<file path="config.mk">
export PLATFORM = sky130hd
export DESIGN_NAME = seq_sum
export DESIGN_NICKNAME = d
export VERILOG_FILES = /design/src/rtl/seq_sum.sv
export SDC_FILE = /design/constraint.sdc
export NUM_CORES = 1
export LEC_CHECK = 0
export CAP_MARGIN = 20
export CORE_AREA = 8 8 45 47
export CTS_CLUSTER_DIAMETER = 80
export DETAILED_ROUTE_END_ITERATION = 10
export DIE_AREA = 0 0 53 55
export PLACE_DENSITY = 0.75
export SYNTH_ARGS = -nofsm -noshare
export SYNTH_HDL_FRONTEND = slang
export SYNTH_SLANG_ARGS = --single-unit
</file>
<file path="constraint.sdc">
create_clock -name clk -period 2.35 [get_ports clk]
set_clock_uncertainty 0.2 [all_clocks]
set_input_delay 0.47 -clock clk [delete_from_list [all_inputs] [get_ports clk]]
set_output_delay 0.47 -clock clk [all_outputs]
set_load 0.005 [all_outputs]
</file>
<file path="src/rtl/seq_sum.sv">
// ============================================================================
// Module  : seq_sum
// Brief   : Serial summer. Takes NADDENDS addends over a valid/ready stream
//           and returns their sum mod 2^NBITS over a valid/ready handshake.
// Revision: 1.0
// ============================================================================
`default_nettype none

module seq_sum #(
  parameter int NBITS    = 3,
  parameter int NADDENDS = 6
) (
  input  logic             clk,
  input  logic             rst_n,
  input  logic             start,
  input  logic             in_valid,
  input  logic [NBITS-1:0] in_data,
  output logic             in_ready,
  input  logic             out_ready,
  output logic [NBITS-1:0] sum,
  output logic             sum_valid,
  output logic             busy
);

  localparam int c_CNT_W = (NADDENDS < 1) ? 1 : $clog2(NADDENDS + 1);
  // With NADDENDS==0 the ACCUM state is never entered, so c_LAST is unused.
  localparam logic [c_CNT_W-1:0] c_LAST =
    (NADDENDS == 0) ? '0 : c_CNT_W'(NADDENDS - 1);

  typedef enum logic [1:0] {
    S_IDLE  = 2'd0,
    S_ACCUM = 2'd1,
    S_DONE  = 2'd2
  } state_t;

  state_t             r_state;
  state_t             w_state_nxt;
  logic [NBITS-1:0]   r_acc;
  logic [NBITS-1:0]   w_acc_nxt;
  logic [c_CNT_W-1:0] r_cnt;
  logic [c_CNT_W-1:0] w_cnt_nxt;
  logic               w_xfer;

  always_ff @(posedge clk or negedge rst_n) begin
    if (!rst_n) begin
      r_state <= S_IDLE;
      r_acc   <= '0;
      r_cnt   <= '0;
    end else begin
      r_state <= w_state_nxt;
      r_acc   <= w_acc_nxt;
      r_cnt   <= w_cnt_nxt;
    end
  end

  always_comb begin
    w_state_nxt = r_state;
    w_acc_nxt   = r_acc;
    w_cnt_nxt   = r_cnt;
    w_xfer      = in_valid && (r_state == S_ACCUM);
    case (r_state)
      S_IDLE: begin
        if (start) begin
          w_acc_nxt   = '0;
          w_cnt_nxt   = '0;
          w_state_nxt = (NADDENDS == 0) ? S_DONE : S_ACCUM;
        end
      end
      S_ACCUM: begin
        // in_data is only looked at on a transfer, so X while idle is harmless.
        if (w_xfer) begin
          w_acc_nxt = r_acc + in_data;
          w_cnt_nxt = r_cnt + c_CNT_W'(1);
          if (r_cnt == c_LAST) begin
            w_state_nxt = S_DONE;
          end
        end
      end
      S_DONE: begin
        if (out_ready) begin
          w_state_nxt = S_IDLE;
        end
      end
      default: begin
        w_state_nxt = S_IDLE;
      end
    endcase
  end

  assign in_ready  = (r_state == S_ACCUM);
  assign sum_valid = (r_state == S_DONE);
  assign busy      = (r_state != S_IDLE);
  assign sum       = r_acc;

endmodule

`default_nettype wire

</file>
==> key figures, run 1 <==
Status
  – Status: complete, no violations

Synth
  – Yosys reg bits: 8
  – Yosys warning count: 0
  – Top cell type's share of synthesized area: 0.409
  – Post-synthesis sequential area ratio: 0.409
  – Post-synth cell types: 24
  – Area leader, netlist: dfrtp_1
  – Top cells by area, synth: dfrtp_1, a22o_1, ha_1
  – Post-Synthesis Cells: 43
  – Mapped Nets: 55
  – Mapped Area: 489 sq um
  – Synthesized area per cell: 11.4 sq um

Detailed routing
  – Remaining antenna violation count: 0
  – Initial DRC count: 1
  – Drt pass-1 iters: 3
  – DR vias/cell: 5.19
  – Drt wl/cell: 13.7 um
  – Final WL: 1.00 mm
  – # DRC: 0
  – Vias post-DR: 379

Floorplanning
  – Ports: 14
  – Count of standard-cell rows: 14
  – Starting Density: 0.354
  – Die area: 0.00292 sq mm
  – Die width: 53 um
  – Core Region: 0.00138 sq mm
  – Die Height: 55 um

Worst setup path
  – Reg2reg start: sum[0]
  – Worst Setup End Kind: primary output
  – WP data required: 1680 ps
  – FF-to-FF path depth: 5
  – Crit Path Max Fanout: 11
  – Startpoint types: flop
  – CP arrival: 1520 ps
  – Crit path kind: flop to primary output
  – R2R setup slack: 440 ps
  – Worst r2r dst: sum[2]

Global routing
  – Vias in the first global route: 387
  – Antenna violations before repair: 0
  – GRT Residual Overflow: 0
  – Largest net degree at the start of global routing: 12
  – First-pass GRT wire length: 1.72 mm
  – GRT Total Usage: 0.0820

Cells and area
  – Commonest non-fill, non-tap cell in the layout: clkdlybuf4s50_1
  – Most frequent cells in the layout: clkdlybuf4s50_1, dfrtp_1, a22o_1
  – Ant. Diodes: 0
  – Nets: 71
  – Share of cells above drive strength 1: 0.140
  – Area Overhead vs Synth: 32.0%
  – Post-route cell area: 646 sq um
  – Fill cell count: 142

Clock network
  – Setup Buffers After CTS: 0
  – # clock sinks: 8
  – CTS root buffer: clkbuf_4
  – CTS-repair resized insts: 0
  – Clk_lat worst skew: 250 ps
  – CTS H-tree depth: 1
  – CTS tree: yes
  – Reg clk slew, reported paths: 50 ps
  – CTS max path bufs: 2
  – Cts hold-fix bufs: 0
  – Num CTS Buffers: 3

Timing
  – Hold Fails Final Rpt: 0
  – Fin crit share: 0.932
  – Slew @ Worst Pin: 372 ps
  – Endpoints failing setup: 0
  – Worst setup margin: 159 ps
  – RSZ-0062 raised after global routing: no
  – Slew headroom: 0.751
  – Fmax: 456 MHz
  – Count of final max-slew check failures: 0
  – Period minus WS final: 2190 ps

Power
  – Pwr/cell area: 1150 mW/mm^2
  – Leakage power: 0.000305 uW
  – Worst IR Drop VDD: 0.000383 V

Placed design
  – GPL Wtd Cong: 0.704
  – Buffers on Ports: 13
  – Post-DP Area: 623 sq um
  – Worst slack, placed: -74.2 ps
  – Post-DP HPWL: 752 um

Min path
  – Worst Hold Class: primary input to asynchronous set/reset pin

Flow run
  – Max Cap Viol: 0
[flip-flops by register name (all words and copies together) (netlist names)]
| name | count |
|---|---|
| sum | 3 |
| r_cnt | 3 |
| r_state | 2 |
[cell usage after synthesis (all sizes together)]
master / instances
nor2b: 4
nand2b: 2
or2: 1
fa: 1
and4b: 1
buf: 2
o21ai: 1
o22ai: 1
mux2: 1
nor2: 1
a21oi: 1
ha: 3
mux2i: 1
inv: 2
xor2: 1
a22o: 7
dfrtp: 8
a211o: 1
nand4: 1
nand2: 2
o21bai: 1
[layout make-up]
cell class / count / area [sq um] / share of cell area
multi-input cells: 31 / 265 / 0.411
inverters: 2 / 7.51 / 0.0116
clock buffers: 3 / 22.5 / 0.0349
flip-flops and latches: 8 / 200 / 0.310
well taps: 16 / 20.0 / 0.0310
repair buffers: 13 / 130 / 0.202
[cells by family (layout without fill, tap and decap cells)]
kind of cell	Yosys count	count (layout)	synth area share
muxes	2	2	0.0511
AOI/OAI and AO/OA	12	12	0.199
buffers and inverters	4	18	0.0486
and+or+nand+nor	12	12	0.156
adders and majority gates	4	4	0.118
DFF	8	8	0.409
xor gates and xnor gates	1	1	0.0179
[worst max-delay path by stage]
stage	start	endpoint	cells after the start
floorplan	in_data[0]	sum[2]	5
global placement	in_data[0]	sum[2]	6
detailed placement	in_data[0]	sum[2]	6
CTS	r_state[0]	in_ready	2
global route	r_state[0]	in_ready	2
finish	r_state[0]	in_ready	2
[layer usage]
| metal | vias to the layer above | global-route usage | part of all wire | wire (um) |
|---|---|---|---|---|
| li1 | 185 | - | - | - |
| met1 | 176 | 0.0913 | 0.44 | 443 |
| met2 | 14 | 0.123 | 0.43 | 434 |
| met3 | 4 | 0.0160 | 0.088 | 88 |
| met4 | 0 | 0.0905 | 0.035 | 35 |
| met5 | - | 0 | 0 | 0 |
[power by group]
group / switching, uW / total [uW] / internal [uW]
Sequential: 84.1 / 285 / 201
Clock: 43.6 / 102 / 58.2
Combinational: 123 / 355 / 232
Total: 251 / 742 / 491
[worst max-delay path, stage by stage (launching register included)]
cell	delay, ps
dfrtp_1	530
nor2b_2	220
clkdlybuf4s50_1	510
[metrics by stage]
step | power, uW | utilization | TNS (ps) | instances | hold WS, ps
after floorplan | 499 | - | 0 | 43 | -25.6
after CTS | 756 | 0.467 | 0 | 73 | 310
final | 742 | 0.467 | 0 | 73 | 303
after global placement | 637 | 0.450 | -46.1 | 70 | 316
after global routing | 811 | 0.467 | 0 | 73 | 314
after detailed placement | 647 | 0.450 | -74.2 | 70 | 335
No activity file was read; power rests on OpenSTA's default activity.
==> inputs of run 2 (changes only) <==
--- a/config.mk
+++ b/config.mk
@@ -5,12 +5,14 @@
 export SDC_FILE = /design/constraint.sdc
 export NUM_CORES = 1
 export LEC_CHECK = 0
+export ABC_AREA = 1
 export CAP_MARGIN = 20
 export CORE_AREA = 8 8 45 47
 export CTS_CLUSTER_DIAMETER = 80
 export DETAILED_ROUTE_END_ITERATION = 10
 export DIE_AREA = 0 0 53 55
-export PLACE_DENSITY = 0.75
+export MAX_ROUTING_LAYER = met4
+export PLACE_DENSITY = 0.74
 export SYNTH_ARGS = -nofsm -noshare
 export SYNTH_HDL_FRONTEND = slang
 export SYNTH_SLANG_ARGS = --single-unit
==> run 2 against run 1 <==
Via count is 12% higher. Power is 2.2% lower. Sequential share of layout area is 0.060 points higher. Core utilization is 0.090 points lower. Flip-flop and latch count stayed put. Area after synthesis is 3.6% lower. Synthesized cell count is 40% higher. Worst setup slack better by 140 ps. Critical path type unchanged. Largest cell class unchanged.
==> key figures, run 2 <==
Cells and area
  – Ant. Diodes: 0
  – Area Overhead vs Synth: 36.6%
  – Most frequent cells in the layout: nand2_1, clkdlybuf4s50_1, inv_1
  – Storage element area: 200 sq um
  – Share of cells above drive strength 1: 0.0921
  – Fill cell count: 147
  – Post-Layout Cell Count: 92
  – Footprint of the multi-input gates: 230 sq um
  – Nets: 90
  – Commonest non-fill, non-tap cell in the layout: nand2_1

Floorplanning
  – Count of standard-cell rows: 14
  – Die area: 0.00292 sq mm
  – Core Region: 0.00138 sq mm
  – Starting Density: 0.341
  – Ports: 14
  – Die width: 53 um
  – Die Height: 55 um

Synth
  – Main synth FF type: dfrtp_1
  – Yosys warning count: 0
  – Post-synthesis sequential area ratio: 0.424
  – Post-synth cell types: 13
  – Most frequent cell after synthesis: nand2_1
  – Async SR Flop Fraction: 1.00
  – Number of synthesized flops with an enable pin: 0
  – Yosys reg bits: 8
  – Area leader, netlist: dfrtp_1
  – Mapped Nets: 72
  – Synthesized area per cell: 7.86 sq um
  – Top cells by area, synth: dfrtp_1, nand2_1, nand3_1
  – Mapped Area: 472 sq um
  – Post-Synthesis Cells: 60
  – Top cell type's share of synthesized area: 0.424
  – Top post-synthesis cells by count: nand2_1, inv_1, nand3_1

Detailed routing
  – Final WL: 1.08 mm
  – Remaining antenna violation count: 0
  – # DRC: 0
  – DR vias/cell: 4.62
  – Drt wl/cell: 11.8 um
  – Drt pass-1 iters: 4
  – Vias post-DR: 425
  – Initial DRC count: 6

Timing
  – Count of final max-slew check failures: 0
  – Hold Worst Slack: 296 ps
  – Slew headroom: 0.757
  – Final TNS setup: 0 ps
  – Endpoints failing setup: 0
  – Fmax: 488 MHz
  – Hold Fails Final Rpt: 0
  – Fin crit share: 0.872
  – Worst setup margin: 301 ps
  – Period minus WS final: 2050 ps
  – Slew @ Worst Pin: 363 ps
  – RSZ-0062 raised after global routing: no

Clock network
  – CTS root buffer: clkbuf_4
  – Cts hold-fix bufs: 0
  – CTS-repair resized insts: 0
  – Reg clk slew, reported paths: 60 ps
  – CTS max path bufs: 2
  – Setup Buffers After CTS: 0
  – Clk_lat worst skew: 250 ps
  – Num CTS Buffers: 3
  – CTS tree: yes
  – CTS H-tree depth: 1
  – # clock sinks: 8

Power
  – Leakage power: 0.000333 uW
  – Pwr/cell area: 1130 mW/mm^2
  – Worst IR Drop VDD: 0.000482 V
  – Final Power: 725 uW

Min path
  – Worst Hold Class: primary input to asynchronous set/reset pin

Global routing
  – Vias in the first global route: 454
  – GRT Residual Overflow: 0
  – GRT Total Usage: 0.0885
  – First-pass GRT wire length: 1.87 mm
  – Largest net degree at the start of global routing: 10
  – Antenna violations before repair: 0

Worst setup path
  – Reg2reg start: sum[0]
  – Worst path bufs/invs: 2
  – Crit Path Max Fanout: 3
  – Max stage delay on crit path: 520 ps
  – R2R setup slack: 710 ps
  – Worst Setup End Kind: primary output
  – CP arrival: 1380 ps
  – Startpoint types: flop
  – CP delay by family, top: buffers and inverters
  – WP data required: 1680 ps
  – Slowest cell on the critical path: clkdlybuf4s50_1
  – Worst r2r dst: sum[2]
  – FF-to-FF path depth: 8
  – CP Cell Sequence: inv_1, nor2_1, clkdlybuf4s50_1
  – Crit path kind: flop to primary output

Placed design
  – Post-DP HPWL: 867 um
  – Worst slack, placed: 208 ps
  – Placed cell count: 89
  – Buffers on Ports: 13
  – GPL Wtd Cong: 0.763

Flow run
  – Max Cap Viol: 0

Status
  – Status: complete, no violations
-- run 2: cell count changes after synthesis, sizes merged, moves of 2 or more --
cell	change
nor2b	-4
nand2	+18
nand2b	-2
inv	+9
a22o	-7
buf	-2
nor2	+4
nand3	+9
-- run 2: cell families after synthesis --
family | Yosys count | share of synthesized area
DFF | 8 | 0.424
AOI/OAI and AO/OA | 3 | 0.0345
buffers and inverters | 11 | 0.0875
and+or+nand+nor | 34 | 0.332
adders and majority gates | 4 | 0.122
-- run 2: routing by layer --
| metal | up-vias | wire length (um) | track usage | share of wire |
|---|---|---|---|---|
| li1 | 218 | - | - | - |
| met4 | 0 | 11 | 0.0302 | 0.010 |
| met3 | 2 | 94 | 0.0401 | 0.087 |
| met5 | - | 0 | - | 0 |
| met2 | 8 | 543 | 0.150 | 0.50 |
| met1 | 197 | 433 | 0.0884 | 0.40 |
-- run 2: how the worst max path moves through the flow --
stage | startpoint | to | slack, ps | cells past startpoint
finish | r_state[1] | sum_valid | 300 | 3
global placement | in_data[0] | sum[2] | 270 | 9
detailed placement | in_data[0] | sum[2] | 210 | 9
CTS | r_state[1] | sum_valid | 280 | 3
global route | r_state[1] | sum_valid | 260 | 3
floorplan | in_data[0] | sum[2] | 720 | 8
-- run 2: cell type report --
type	count	area share
multi-input cells	41	0.357
flip-flops and latches	8	0.311
repair buffers	13	0.202
inverters	11	0.0641
clock buffers	3	0.0350
well taps	16	0.0311
-- run 2: per-stage QoR --
step,area (sq um),utilization
detailed placement,622,0.449
finish,644,0.466
global placement,622,0.449
CTS,644,0.466
global route,644,0.466
floorplan,472,-
-- run 2: where the power goes --
| part | switching (uW) | internal, uW | leakage, uW |
|---|---|---|---|
| logic | 187 | 181 | 0.000220 |
| clock network | 46.6 | 58.5 | 0.0000138 |
| registers | 55.3 | 197 | 0.0000993 |
| total | 289 | 437 | 0.000333 |
-- run 2: worst register-to-register path, delay by kind of cell, from the launching register on --
family	cells	cell delay, ps
buf+inv	1	70
simple gates	5	280
flops	1	400
fa+ha+maj	2	590
==> inputs of run 3 (changes only) <==
--- a/config.mk
+++ b/config.mk
@@ -13,6 +13,7 @@
 export DIE_AREA = 0 0 53 55
 export MAX_ROUTING_LAYER = met4
 export PLACE_DENSITY = 0.74
+export SKIP_CTS_REPAIR_TIMING = 1
 export SYNTH_ARGS = -nofsm -noshare
 export SYNTH_HDL_FRONTEND = slang
 export SYNTH_SLANG_ARGS = --single-unit
==> results of run 3 <==
The final DEF is identical to that of run 2; final timing and power are the same.
